--- src/rtl/fetch_buffer_if.sv ---
// Handshake bundle between I-cache fetch, the fetch buffer and the decoder.
// The buffer connects through the slave modport; the fetch/decode side uses master.
`ifndef ADDR_WIDTH
`define ADDR_WIDTH 32
`endif
`ifndef DATA_WIDTH
`define DATA_WIDTH 32
`endif

interface fetch_buffer_if #(
   parameter int DEPTH      = 4,
   parameter int ADDR_WIDTH = `ADDR_WIDTH,
   parameter int DATA_WIDTH = `DATA_WIDTH
);
   localparam int CW = $clog2(DEPTH) + 1;

   logic                  in_valid;
   logic [ADDR_WIDTH-1:0] in_pc;
   logic [DATA_WIDTH-1:0] in_inst;
   logic                  in_ready;
   logic                  flush;
   logic                  out_valid;
   logic [ADDR_WIDTH-1:0] out_pc;
   logic [DATA_WIDTH-1:0] out_inst;
   logic                  out_ready;
   logic [CW-1:0]         count;

   modport slave (
      input  in_valid, in_pc, in_inst, flush, out_ready,
      output in_ready, out_valid, out_pc, out_inst, count
   );

   modport master (
      output in_valid, in_pc, in_inst, flush, out_ready,
      input  in_ready, out_valid, out_pc, out_inst, count
   );
endinterface

--- src/rtl/fetch_buffer.sv ---
// Fetch-to-decode instruction queue holding {pc, inst} pairs; flush drops all entries.
// Optional FETCH_BUFFER_BYPASS_EN passes a push straight to the outputs when the queue is empty.
`ifndef ADDR_WIDTH
`define ADDR_WIDTH 32
`endif
`ifndef DATA_WIDTH
`define DATA_WIDTH 32
`endif

module fetch_buffer #(
   parameter int DEPTH      = 4,
   parameter int ADDR_WIDTH = `ADDR_WIDTH,
   parameter int DATA_WIDTH = `DATA_WIDTH
) (
   input  logic          clk,
   input  logic          rst,
   fetch_buffer_if.slave fb
);
   localparam int IW = $clog2(DEPTH);
   localparam int PW = IW + 1;
   localparam logic [PW-1:0] PTR_ZERO = {PW{1'b0}};
   localparam logic [PW-1:0] PTR_ONE  = {{(PW-1){1'b0}}, 1'b1};

   typedef struct packed {
      logic [ADDR_WIDTH-1:0] pc;
      logic [DATA_WIDTH-1:0] inst;
   } entry_t;

   entry_t        mem_q [DEPTH];
   logic [PW-1:0] wr_ptr_q, wr_ptr_d;
   logic [PW-1:0] rd_ptr_q, rd_ptr_d;
   logic          empty_s, full_s, bypass_s, valid_s;
   logic          push_s, pop_s, take_s;
   entry_t        head_s;

   // Occupancy flags, head selection and handshake qualification.
   always_comb begin
      empty_s = (wr_ptr_q == rd_ptr_q);
      full_s  = (wr_ptr_q[IW-1:0] == rd_ptr_q[IW-1:0]) && (wr_ptr_q[PW-1] != rd_ptr_q[PW-1]);
`ifdef FETCH_BUFFER_BYPASS_EN
      bypass_s = empty_s & ~fb.flush & ~rst;
`else
      bypass_s = 1'b0;
`endif
      if (bypass_s) begin
         valid_s = fb.in_valid;
         head_s  = {fb.in_pc, fb.in_inst};
      end else begin
         valid_s = ~empty_s & ~rst;
         head_s  = mem_q[rd_ptr_q[IW-1:0]];
      end
`ifdef FETCH_BUFFER_BYPASS_EN
      valid_s = valid_s & ~fb.flush;
`endif
      push_s = fb.in_valid & ~full_s & ~rst;
      pop_s  = valid_s & fb.out_ready;
      // A bypassed entry consumed in the same cycle never touches storage.
      take_s = bypass_s & push_s & fb.out_ready;
   end

   // Decoder-facing outputs; data reads as zero whenever nothing is presented.
   always_comb begin
      fb.in_ready  = ~full_s & ~rst;
      fb.out_valid = valid_s;
      if (valid_s) begin
         fb.out_pc   = head_s.pc;
         fb.out_inst = head_s.inst;
      end else begin
         fb.out_pc   = {ADDR_WIDTH{1'b0}};
         fb.out_inst = {DATA_WIDTH{1'b0}};
      end
      if (rst) begin
         fb.count = PTR_ZERO;
      end else begin
         fb.count = wr_ptr_q - rd_ptr_q;
      end
   end

   // Pointer next-state: reset and flush win over push/pop.
   always_comb begin
      wr_ptr_d = wr_ptr_q;
      rd_ptr_d = rd_ptr_q;
      if (rst || fb.flush) begin
         wr_ptr_d = PTR_ZERO;
         rd_ptr_d = PTR_ZERO;
      end else if (take_s) begin
         wr_ptr_d = wr_ptr_q;
         rd_ptr_d = rd_ptr_q;
      end else begin
         if (push_s) begin
            wr_ptr_d = wr_ptr_q + PTR_ONE;
         end else begin
            wr_ptr_d = wr_ptr_q;
         end
         if (pop_s) begin
            rd_ptr_d = rd_ptr_q + PTR_ONE;
         end else begin
            rd_ptr_d = rd_ptr_q;
         end
      end
   end

   // Pointer registers.
   always_ff @(posedge clk) begin
      if (rst) begin
         wr_ptr_q <= PTR_ZERO;
         rd_ptr_q <= PTR_ZERO;
      end else begin
         wr_ptr_q <= wr_ptr_d;
         rd_ptr_q <= rd_ptr_d;
      end
   end

   // Entry storage; contents survive flush and reset on purpose.
   always_ff @(posedge clk) begin
      if (push_s && !fb.flush && !take_s) begin
         mem_q[wr_ptr_q[IW-1:0]] <= {fb.in_pc, fb.in_inst};
      end
   end
endmodule

--- src/flat_wrapper.sv ---
// flat-port wrapper written by rule: the top's interface ports become plain ports
module fetch_buffer_flat 
#(
   parameter int DEPTH      = 4,
   parameter int ADDR_WIDTH = `ADDR_WIDTH,
   parameter int DATA_WIDTH = `DATA_WIDTH
)
  (clk, rst, fb_in_valid, fb_in_pc, fb_in_inst, fb_flush, fb_out_ready, fb_in_ready, fb_out_valid, fb_out_pc, fb_out_inst, fb_count);
  fetch_buffer_if #(.DEPTH(DEPTH), .ADDR_WIDTH(ADDR_WIDTH), .DATA_WIDTH(DATA_WIDTH)) fb_i ();
  input  logic clk;
  input  logic rst;
  input wire logic [$bits(fb_i.in_valid)-1:0] fb_in_valid;
  input wire logic [$bits(fb_i.in_pc)-1:0] fb_in_pc;
  input wire logic [$bits(fb_i.in_inst)-1:0] fb_in_inst;
  input wire logic [$bits(fb_i.flush)-1:0] fb_flush;
  input wire logic [$bits(fb_i.out_ready)-1:0] fb_out_ready;
  output wire logic [$bits(fb_i.in_ready)-1:0] fb_in_ready;
  output wire logic [$bits(fb_i.out_valid)-1:0] fb_out_valid;
  output wire logic [$bits(fb_i.out_pc)-1:0] fb_out_pc;
  output wire logic [$bits(fb_i.out_inst)-1:0] fb_out_inst;
  output wire logic [$bits(fb_i.count)-1:0] fb_count;
  assign fb_i.in_valid = fb_in_valid;
  assign fb_i.in_pc = fb_in_pc;
  assign fb_i.in_inst = fb_in_inst;
  assign fb_i.flush = fb_flush;
  assign fb_i.out_ready = fb_out_ready;
  assign fb_in_ready = fb_i.in_ready;
  assign fb_out_valid = fb_i.out_valid;
  assign fb_out_pc = fb_i.out_pc;
  assign fb_out_inst = fb_i.out_inst;
  assign fb_count = fb_i.count;
  fetch_buffer #(.DEPTH(DEPTH), .ADDR_WIDTH(ADDR_WIDTH), .DATA_WIDTH(DATA_WIDTH)) u_core (.clk(clk), .rst(rst), .fb(fb_i));
endmodule
--- config.mk ---
export PLATFORM = sky130hd
export DESIGN_NAME = fetch_buffer_flat
export DESIGN_NICKNAME = d
export VERILOG_FILES = /design/src/rtl/fetch_buffer_if.sv /design/src/rtl/fetch_buffer.sv /design/src/flat_wrapper.sv
export SDC_FILE = /design/constraint.sdc
export NUM_CORES = 1
export LEC_CHECK = 0
export CAP_MARGIN = 20
export CELL_PAD_IN_SITES_DETAIL_PLACEMENT = 1
export CELL_PAD_IN_SITES_GLOBAL_PLACEMENT = 1
export CORE_UTILIZATION = 43
export DETAILED_ROUTE_END_ITERATION = 10
export GPL_TIMING_DRIVEN = 1
export PLACE_DENSITY_LB_ADDON = 0.1
export SLEW_MARGIN = 20
export SYNTH_ARGS = -nofsm -noshare
export SYNTH_HDL_FRONTEND = slang
export SYNTH_SLANG_ARGS = --single-unit
--- constraint.sdc ---
create_clock -name clk -period 7.4 [get_ports clk]
set_clock_uncertainty 0.1 [all_clocks]
set_input_delay 1.48 -clock clk [delete_from_list [all_inputs] [get_ports clk]]
set_output_delay 1.48 -clock clk [all_outputs]
set_load 0.02 [all_outputs]
==> results of run 1 <==
flip-flops by register name (all words and copies together) (netlist names), named ones only:
register,flops
u_core.wr_ptr_q,3
u_core.rd_ptr_q,3
u_core.mem_q,256
critical path, stage by stage:
cell and delay [ns]:
sky130_fd_sc_hd__clkdlybuf4s50_1 0.66, sky130_fd_sc_hd__a21o_2 0.85, sky130_fd_sc_hd__buf_4 0.39, sky130_fd_sc_hd__nor2b_1 0.08, sky130_fd_sc_hd__clkdlybuf4s50_1 0.54
worst paths after layout:
check                     start  cells past startpoint  slack (ns)                   to
max reg2reg  u_core.wr_ptr_q[0]                      6        4.65  u_core.mem_q[0][19]
max                         rst                      5        1.81      fb_out_inst[14]
min          u_core.rd_ptr_q[1]                      2        0.40             register
min reg2reg  u_core.rd_ptr_q[1]                      2        0.40             register
stage by stage:
step	power, W	setup slack [ns]
4_1_cts	0.00319	1.69
2_1_floorplan	0.00173	0.00931
3_3_place_gp	0.00180	1.78
6_report	0.00315	1.81
5_1_grt	0.00325	1.57
3_5_place_dp	0.00180	1.69
cells in the final DEF, fill, tap and decap left out, drive strengths merged, types with 2 or more instances in the layout:
master,n
nor3b,4
clkdlybuf4s50,137
xnor2,2
bufinv,4
mux2i,7
dfxtp,8
nor2,5
mux4,64
ha,7
inv,6
nand2,10
clkbuf,37
nor2b,66
buf,10
edfxtp,256
or3,3
clkinv,11
power breakdown:
group | total (W) | leakage, nW | internal, W | switching [W]
logic | 0.000113 | 1.16 | 0.0000612 | 0.0000513
clock network | 0.00138 | 0.448 | 0.000851 | 0.000528
registers | 0.00166 | 2.38 | 0.00165 | 0.00000428
total | 0.00315 | 3.98 | 0.00257 | 0.000584
layout make-up:
cell class	count	area share, %
clock buffer	37	5.86
clock inverter	15	1.28
inverter	6	0.175
multi-input combinational	176	17.5
sequential	264	60.9
tap	319	3.09
timing repair buffer	147	11.2
metal layers:
metal  wire [um]  track usage (%)  vias to the layer above
met5           0                0                        -
li1            -                -                     2202
met1        8130             21.0                     2570
met4         304             3.69                        0
met2       10400             29.9                      114
met3        1210             4.13                       26
cell families (layout without fill, tap and decap cells):
group,count (synthesis),count (layout)
xor+xnor,2,2
simple gates,90,90
fa+ha+maj,8,8
mux,71,71
compound gates,5,5
buf+inv,29,205
flops,264,264
==> impl_metrics.yaml, run 1 <==
global_routing:
  antenna_found_initial: 0
  grtUsageTotal_pct: 16.9
  grt_overflow: 0
  grt_first_pass_wirelength_um: 30900
  grt_pass1_vias: 5468
  grt_max_degree: 65
critical_path:
  worst_ep_required_time_ns: 5.82
  crit_path_start_kind: "input port"
  critical_path_maximum_fanout: 44
  critPathArrivalTime_ns: 4.01
  timing.critical_path.to_type: "output port"
  worstSetupPathType: "in -> out"
sta:
  finalHoldViolations: 0
  worst-slew-pin-transition_ns: 1.06
  timing.setup.tns_ns: 0
  grt_setup_unrepaired: "false"
  final_slew_viol_count: 0
  fmaxAchievable_mhz: 179
  minimum_hold_slack_ns: 0.405
  setup_viol: 0
  slew_headroom_pct: 29.6
  final_period_minus_worst_setup_slack_ns: 5.59
  period_share_pct: 75.6
clocking:
  cts_setup_buffers: 0
  cts_max_path_buffers: 3
  h_tree_levels: 1
  worstSkewPairLatency_ns: 0.53
  cts_sink_count: 264
  clk_pin_slew_ns: 0.05
  clockRootBuffer: "sky130_fd_sc_hd__clkbuf_16"
  post_cts_resize_count: 0
  tritoncts_clock_tree: "done"
  cts_made_buffers: 28
  holdBufCountCts: 0
routing:
  drt_wirelength_um: 20000
  drc_errors: 0
  avgViaCountPerCell: 5.10
  detail_route.wl_per_cell_um: 20.8
  antenna_left: 0
  vias: 4912
  dr.first_iter.drc_count: 189
  drtPass1Iterations: 4
layout:
  fin_util_pct: 55.0
  finish.net_count: 700
  filler_cell_count: 2067
  fin_area_mm2: 0.0129
  layout-drive-gt1-share_pct: 18.9
  areaGrowthSynthToFinish_pct: 25.3
  post_layout_nonfiller_instances: 964
  diodes: 0
  area_of_the_multi_input_gates_mm2: 0.00225
  seqCellArea_mm2: 0.00786
logic_synthesis:
  synth.net_count: 546
  synthMostInstantiatedCell: "sky130_fd_sc_hd__edfxtp_1"
  synth-compound-area-share_pct: 0.340
  ys_seq_elements: 264
  leading_area_contributor_after_synthesis: "sky130_fd_sc_hd__edfxtp_1"
  synthSimpleGateAreaFrac_pct: 5.38
  postSynth.topFlopCell: "sky130_fd_sc_hd__edfxtp_1"
  synth_common_cells: "sky130_fd_sc_hd__edfxtp_1, sky130_fd_sc_hd__mux4_2, sky130_fd_sc_hd__nor2b_1"
  asyncSetResetFlopFracSynth_pct: 0
  synth_enable_flop_cells: 256
  synth_adder_area_share_pct: 1.05
  syn_inst: 469
  yosysSeqAreaShare_pct: 76.2
  synth_mux_area_share_pct: 14.7
  netlist.area_leader.share_pct: 74.7
  post_synth_xor_xnor_area_pct: 0.243
  top_cells_by_area_synth: "sky130_fd_sc_hd__edfxtp_1, sky130_fd_sc_hd__mux4_2, sky130_fd_sc_hd__nor2b_1"
  main_combinational_cell_family_by_area_after_synthesis: "multiplexers"
  synthesis.yosys.warnings: 0
  syn_area_mm2: 0.0103
  syn_avg_cell_area_um2: 22.0
  synth_cell_types: 27
placement:
  port-buffer-count: 137
  postPlaceCellArea_mm2: 0.0120
  place.detailed.instances: 912
  dp_hpwl_um: 11500
  gp_routability_congestion: 0.706
floorplanning:
  fp.coreArea_mm2: 0.0235
  initial_core_util_pct: 43.9
  dieArea_mm2: 0.0246
  ios: 138
  die_width_um: 157
  die_height_um: 157
  standard_cell_rows: 56
min_path:
  hold_path.class: "reg -> reg"
run_status:
  run_status: "finished clean"
power:
  p_per_area_mw_per_mm2: 244
  peakVddDrop_uv: 187
  p_leak_nw: 3.98
flow_run:
  max_cap_violation_count: 0
Power figures use the tool's default switching activity.
==> run 2, diff against run 1 <==
--- a/config.mk
+++ b/config.mk
@@ -8,7 +8,7 @@
 export CAP_MARGIN = 20
 export CELL_PAD_IN_SITES_DETAIL_PLACEMENT = 1
 export CELL_PAD_IN_SITES_GLOBAL_PLACEMENT = 1
-export CORE_UTILIZATION = 43
+export CORE_UTILIZATION = 48
 export DETAILED_ROUTE_END_ITERATION = 10
 export GPL_TIMING_DRIVEN = 1
 export PLACE_DENSITY_LB_ADDON = 0.1
==> constraint.sdc (replaced) <==
create_clock -name clk -period 5.32 [get_ports clk]
set_clock_uncertainty 0.1 [all_clocks]
set_input_delay 1.064 -clock clk [delete_from_list [all_inputs] [get_ports clk]]
set_output_delay 1.064 -clock clk [all_outputs]
set_load 0.02 [all_outputs]
==> run 2 against run 1 <==
  * Critical path type unchanged
  * Largest cell class unchanged
  * Worst hold slack got worse by 0.00063 ns
  * Clock power is 36% higher
  * First-iteration DRC count is 28% higher
  * Flip-flop and latch count is the same
  * Worst setup slack worse by 1.1 ns
  * Global-route usage is 2.4 points higher
  * Via count rose by 0.77%
  * Core utilization up 6.1 points
==> impl_metrics.yaml, run 2 (synthesis gave the netlist of run 1 again) <==
layout:
  areaGrowthSynthToFinish_pct: 24.6
  finish.net_count: 701
  filler_cell_count: 1769
  post_layout_nonfiller_instances: 916
  commonest_non_fill_non_tap_cell_in_the_layout: "sky130_fd_sc_hd__edfxtp_1"
  fin_util_pct: 61.0
  diodes: 0
  layout-drive-gt1-share_pct: 19.3
  layout_common_cells: "sky130_fd_sc_hd__edfxtp_1, sky130_fd_sc_hd__clkdlybuf4s50_1, sky130_fd_sc_hd__mux4_2"
  largest_reg_flops: 256
floorplanning:
  standard_cell_rows: 53
  die_width_um: 148
  fp.coreArea_mm2: 0.0210
  die_height_um: 148
  ios: 138
  initial_core_util_pct: 49.0
  dieArea_mm2: 0.0220
clocking:
  cts_made_buffers: 28
  cts_max_path_buffers: 3
  cts_setup_buffers: 0
  holdBufCountCts: 0
  h_tree_levels: 1
  post_cts_resize_count: 0
  cts_sink_count: 264
  tritoncts_clock_tree: "done"
  clk_pin_slew_ns: 0.05
  worstSkewPairLatency_ns: 0.52
  clockRootBuffer: "sky130_fd_sc_hd__clkbuf_16"
sta:
  final_slew_viol_count: 0
  grt_setup_unrepaired: "false"
  fmaxAchievable_mhz: 217
  final_period_minus_worst_setup_slack_ns: 4.61
  period_share_pct: 86.6
  finalHoldViolations: 0
  slew_headroom_pct: 33.5
  worst-slew-pin-transition_ns: 0.998
  setup_viol: 0
global_routing:
  gr-usage-met3_pct: 3.96
  grtUsageTotal_pct: 19.4
  grt_busiest_layer: "met2"
  global_route.usage.met2_pct: 33.3
  met1_resource_use_gr_pct: 25.3
  grt_max_degree: 65
  grt_pass1_vias: 5530
  antenna_found_initial: 0
  grt_overflow: 0
  grt_first_pass_wirelength_um: 31800
min_path:
  hold_path.class: "reg -> reg"
  number_of_cells_on_the_worst_hold_path: 2
routing:
  drtPass1Iterations: 4
  avgViaCountPerCell: 5.40
  dr.first_iter.drc_count: 242
  drt_wirelength_um: 20500
  antenna_left: 0
  drc_errors: 0
  detail_route.wl_per_cell_um: 22.3
  vias: 4950
critical_path:
  ff2ff_path_depth: 6
  crit_path_start_kind: "input port"
  critPathArrivalTime_ns: 3.44
  critical_path_maximum_fanout: 29
  timing.critical_path.to_type: "output port"
  worst_ep_required_time_ns: 4.16
  worstSetupPathType: "in -> out"
power:
  fin_total_pwr_w: 0.00434
  peakVddDrop_uv: 254
  p_per_area_mw_per_mm2: 338
  p_leak_nw: 3.97
placement:
  port-buffer-count: 137
  gp_routability_congestion: 0.765
  dp_hpwl_um: 12000
  place.detailed.instances: 869
flow_run:
  max_cap_violation_count: 0
run_status:
  run_status: "finished clean"
[run 2: layer usage]
| layer | share of wire (%) | routed length (um) |
|---|---|---|
| met5 | 0 | 0 |
| met2 | 51 | 10400 |
| met4 | 1.5 | 301 |
| met1 | 42 | 8650 |
| met3 | 5.5 | 1130 |
[run 2: worst paths after layout]
check | slack (ns) | endpoint | from
worst max-delay path | 0.71 | fb_out_pc[14] | rst
worst max register to register | 2.80 | u_core.mem_q[1][52] | u_core.wr_ptr_q[0]
worst min register to register | 0.40 | u_core.wr_ptr_q[0] | u_core.wr_ptr_q[0]
worst min-delay path | 0.40 | u_core.wr_ptr_q[0] | u_core.wr_ptr_q[0]
[run 2: area by class of cell]
class / instances / area [um2] / area share, %
Sequential cell: 264 / 7860 / 61.2
Multi-Input combinational cell: 176 / 2250 / 17.6
Timing Repair Buffer: 148 / 1470 / 11.4
Clock buffer: 32 / 737 / 5.75
Tap cell: 275 / 344 / 2.68
Clock inverter: 15 / 148 / 1.15
Inverter: 6 / 22.5 / 0.176
[run 2: critical path, stage by stage]
cell and delay, ns:
sky130_fd_sc_hd__clkdlybuf4s50_1 0.67, sky130_fd_sc_hd__a21o_2 0.57, sky130_fd_sc_hd__buf_4 0.43, sky130_fd_sc_hd__nor2b_1 0.11
sky130_fd_sc_hd__clkdlybuf4s50_1 0.55
[run 2: power by group]
part           internal (W)  leakage, nW  total, W  switching (W)
clock network       0.00113        0.430   0.00187       0.000749
registers           0.00230         2.38   0.00230     0.00000571
logic             0.0000858         1.17  0.000159      0.0000732
total               0.00351         3.97   0.00434       0.000827
[run 2: per-stage QoR]
step | cell area (um2) | setup WS, ns | hold WS (ns) | TNS [ns]
after floorplan | 10300 | -1.65 | 0.367 | -423.60
after global placement | 11900 | 0.821 | 0.387 | 0
after detailed placement | 11900 | 0.676 | 0.405 | 0
after CTS | 12800 | 0.649 | 0.413 | 0
after global routing | 12800 | 0.553 | 0.431 | 0
final | 12800 | 0.714 | 0.404 | 0
==> run 3, diff against run 2 <==
--- a/config.mk
+++ b/config.mk
@@ -10,7 +10,6 @@
 export CELL_PAD_IN_SITES_GLOBAL_PLACEMENT = 1
 export CORE_UTILIZATION = 48
 export DETAILED_ROUTE_END_ITERATION = 10
-export GPL_TIMING_DRIVEN = 1
 export PLACE_DENSITY_LB_ADDON = 0.1
 export SLEW_MARGIN = 20
 export SYNTH_ARGS = -nofsm -noshare
==> constraint.sdc (replaced) <==
create_clock -name clk -period 4.8 [get_ports clk]
set_clock_uncertainty 0.1 [all_clocks]
set_input_delay 0.96 -clock clk [delete_from_list [all_inputs] [get_ports clk]]
set_output_delay 0.96 -clock clk [all_outputs]
set_load 0.1 [all_outputs]
==> run 3 against run 2 <==
  * Routed wire length decreased by 3.1%
  * Critical path depth did not move
  * Flip-flop and latch count unchanged
  * Combinational power rose by 46%
  * Global-route usage decreased by 0.83 points
  * Worst setup slack improved by 0.24 ns
  * First-iteration DRC count decreased by 2.9%
  * Clock power increased by 9%
  * Design area down 1.3%
  * Power rose by 11%
  * Critical endpoint is now fb_out_pc[19]
  * Largest cell class unchanged
==> impl_metrics.yaml, run 3 (synthesis gave the netlist of run 1 again) <==
global_routing:
  met1_resource_use_gr_pct: 23.3
  grt_first_pass_wirelength_um: 30300
  global_route.usage.met2_pct: 32.6
  grtUsageTotal_pct: 18.5
  antenna_found_initial: 1
  grt_busiest_layer: "met2"
  grt_max_degree: 65
  grt_overflow: 0
  gr-usage-met3_pct: 4.05
  grt_pass1_vias: 5377
sta:
  fmaxAchievable_mhz: 260
  worst_slack_ns: 0.949
  final_period_minus_worst_setup_slack_ns: 3.85
  slew_headroom_pct: 32.8
  worst-slew-pin-transition_ns: 1.01
  minimum_hold_slack_ns: 0.405
  finalHoldViolations: 0
  setup_viol: 0
  period_share_pct: 80.2
  timing.setup.tns_ns: 0
  grt_setup_unrepaired: "false"
  final_slew_viol_count: 0
critical_path:
  worstSetupPathType: "in -> out"
  timing.critical_path.to_type: "output port"
  critical_path_maximum_fanout: 25
  worst_ep_required_time_ns: 3.74
  crit_path_start_kind: "input port"
  critPathArrivalTime_ns: 2.79
power:
  seq_power_share_pct: 53.1
  p_per_area_mw_per_mm2: 380
  p_leak_nw: 4.12
  switching_share_pct: 19.7
  power.clock.fraction_pct: 42.1
  internal_power_w: 0.00387
  power.net_switching_w: 0.000948
  peakVddDrop_uv: 316
  combPwrFrac_pct: 4.8
floorplanning:
  initial_core_util_pct: 49.0
  standard_cell_rows: 53
  dieArea_mm2: 0.0220
  die_width_um: 148
  ios: 138
  die_height_um: 148
  fp.coreArea_mm2: 0.0210
routing:
  drtPass1Iterations: 4
  vias: 4895
  dr.first_iter.drc_count: 235
  drt_wirelength_um: 19800
  drc_errors: 0
  avgViaCountPerCell: 5.33
  detail_route.wl_per_cell_um: 21.6
  antenna_left: 0
layout:
  diodes: 0
  commonest_non_fill_non_tap_cell_in_the_layout: "sky130_fd_sc_hd__edfxtp_1"
  areaGrowthSynthToFinish_pct: 23.0
  seqCellArea_mm2: 0.00786
  layout_common_cells: "sky130_fd_sc_hd__edfxtp_1, sky130_fd_sc_hd__buf_4, sky130_fd_sc_hd__clkdlybuf4s50_1"
  fin_area_mm2: 0.0127
  layout-drive-gt1-share_pct: 30.5
  area_of_the_multi_input_gates_mm2: 0.00225
  filler_cell_count: 1794
  largest_reg_flops: 256
  finish.net_count: 700
placement:
  port-buffer-count: 137
  preCtsSetupSlack_ns: 0.913
  dp_hpwl_um: 11600
  postPlaceCellArea_mm2: 0.0118
  gp_routability_congestion: 0.742
clocking:
  cts_made_buffers: 27
  worstSkewPairLatency_ns: 0.51
  clockRootBuffer: "sky130_fd_sc_hd__clkbuf_16"
  h_tree_levels: 1
  holdBufCountCts: 0
  tritoncts_clock_tree: "done"
  post_cts_resize_count: 0
  cts_setup_buffers: 0
  cts_sink_count: 264
  clk_pin_slew_ns: 0.06
  cts_max_path_buffers: 3
flow_run:
  max_cap_violation_count: 0
min_path:
  hold_path.class: "reg -> reg"
run_status:
  run_status: "finished clean"
[run 3: cell count changes in the layout (fill, tap and decap cells not counted), sizes merged]
cell / delta
buf: +69
clkdlybuf4s50: -69
clkbuf: +6
clkinv: -2
bufinv: -1
clkinvlp: -1
[run 3: power groups by stage]
stage | clock network, W | logic, W | registers (W)
after floorplan | 0 | 0.000126 | 0.00260
after global placement | 0 | 0.000226 | 0.00260
after detailed placement | 0 | 0.000233 | 0.00260
after CTS | 0.00208 | 0.000234 | 0.00255
after global routing | 0.00215 | 0.000244 | 0.00255
final | 0.00203 | 0.000232 | 0.00255
[run 3: final timing paths]
| check | startpoint | end | slack [ns] | cells after the start |
|---|---|---|---|---|
| setup / recovery | rst | fb_out_pc[19] | 0.95 | 5 |
| hold / removal | u_core.wr_ptr_q[2] | u_core.wr_ptr_q[2] | 0.40 | 2 |
| setup reg to reg | u_core.wr_ptr_q[0] | u_core.mem_q[3][38] | 2.09 | 6 |
| hold reg to reg | u_core.wr_ptr_q[2] | u_core.wr_ptr_q[2] | 0.40 | 2 |
[run 3: layout make-up]
class	instances	share of cell area (%)
clock buffer	38	6.14
clock inverter	11	0.791
inverter	6	0.178
multi-input combinational	176	17.8
sequential	264	62.0
tap	275	2.72
timing repair buffer	148	10.3
[run 3: layer usage]
metal / part of all wire, % / up-vias
met2: 52 / 123
met1: 41 / 2548
met5: 0.076 / -
li1: - / 2193
met3: 5.5 / 29
met4: 1.7 / 2
[run 3: critical path, cell delays in order]
cell and delay [ns]:
sky130_fd_sc_hd__clkdlybuf4s50_1 0.56, sky130_fd_sc_hd__a21o_2 0.38, sky130_fd_sc_hd__buf_4 0.28, sky130_fd_sc_hd__nor2b_1 0.25, sky130_fd_sc_hd__buf_4 0.33
[run 3: stage by stage]
stage	power [W]	utilization [%]	instances
finish	0.00481	60.2	918
CTS	0.00487	60.2	918
global placement	0.00283	56.1	869
global route	0.00495	60.2	918
detailed placement	0.00284	56.1	869
floorplan	0.00273	-	469
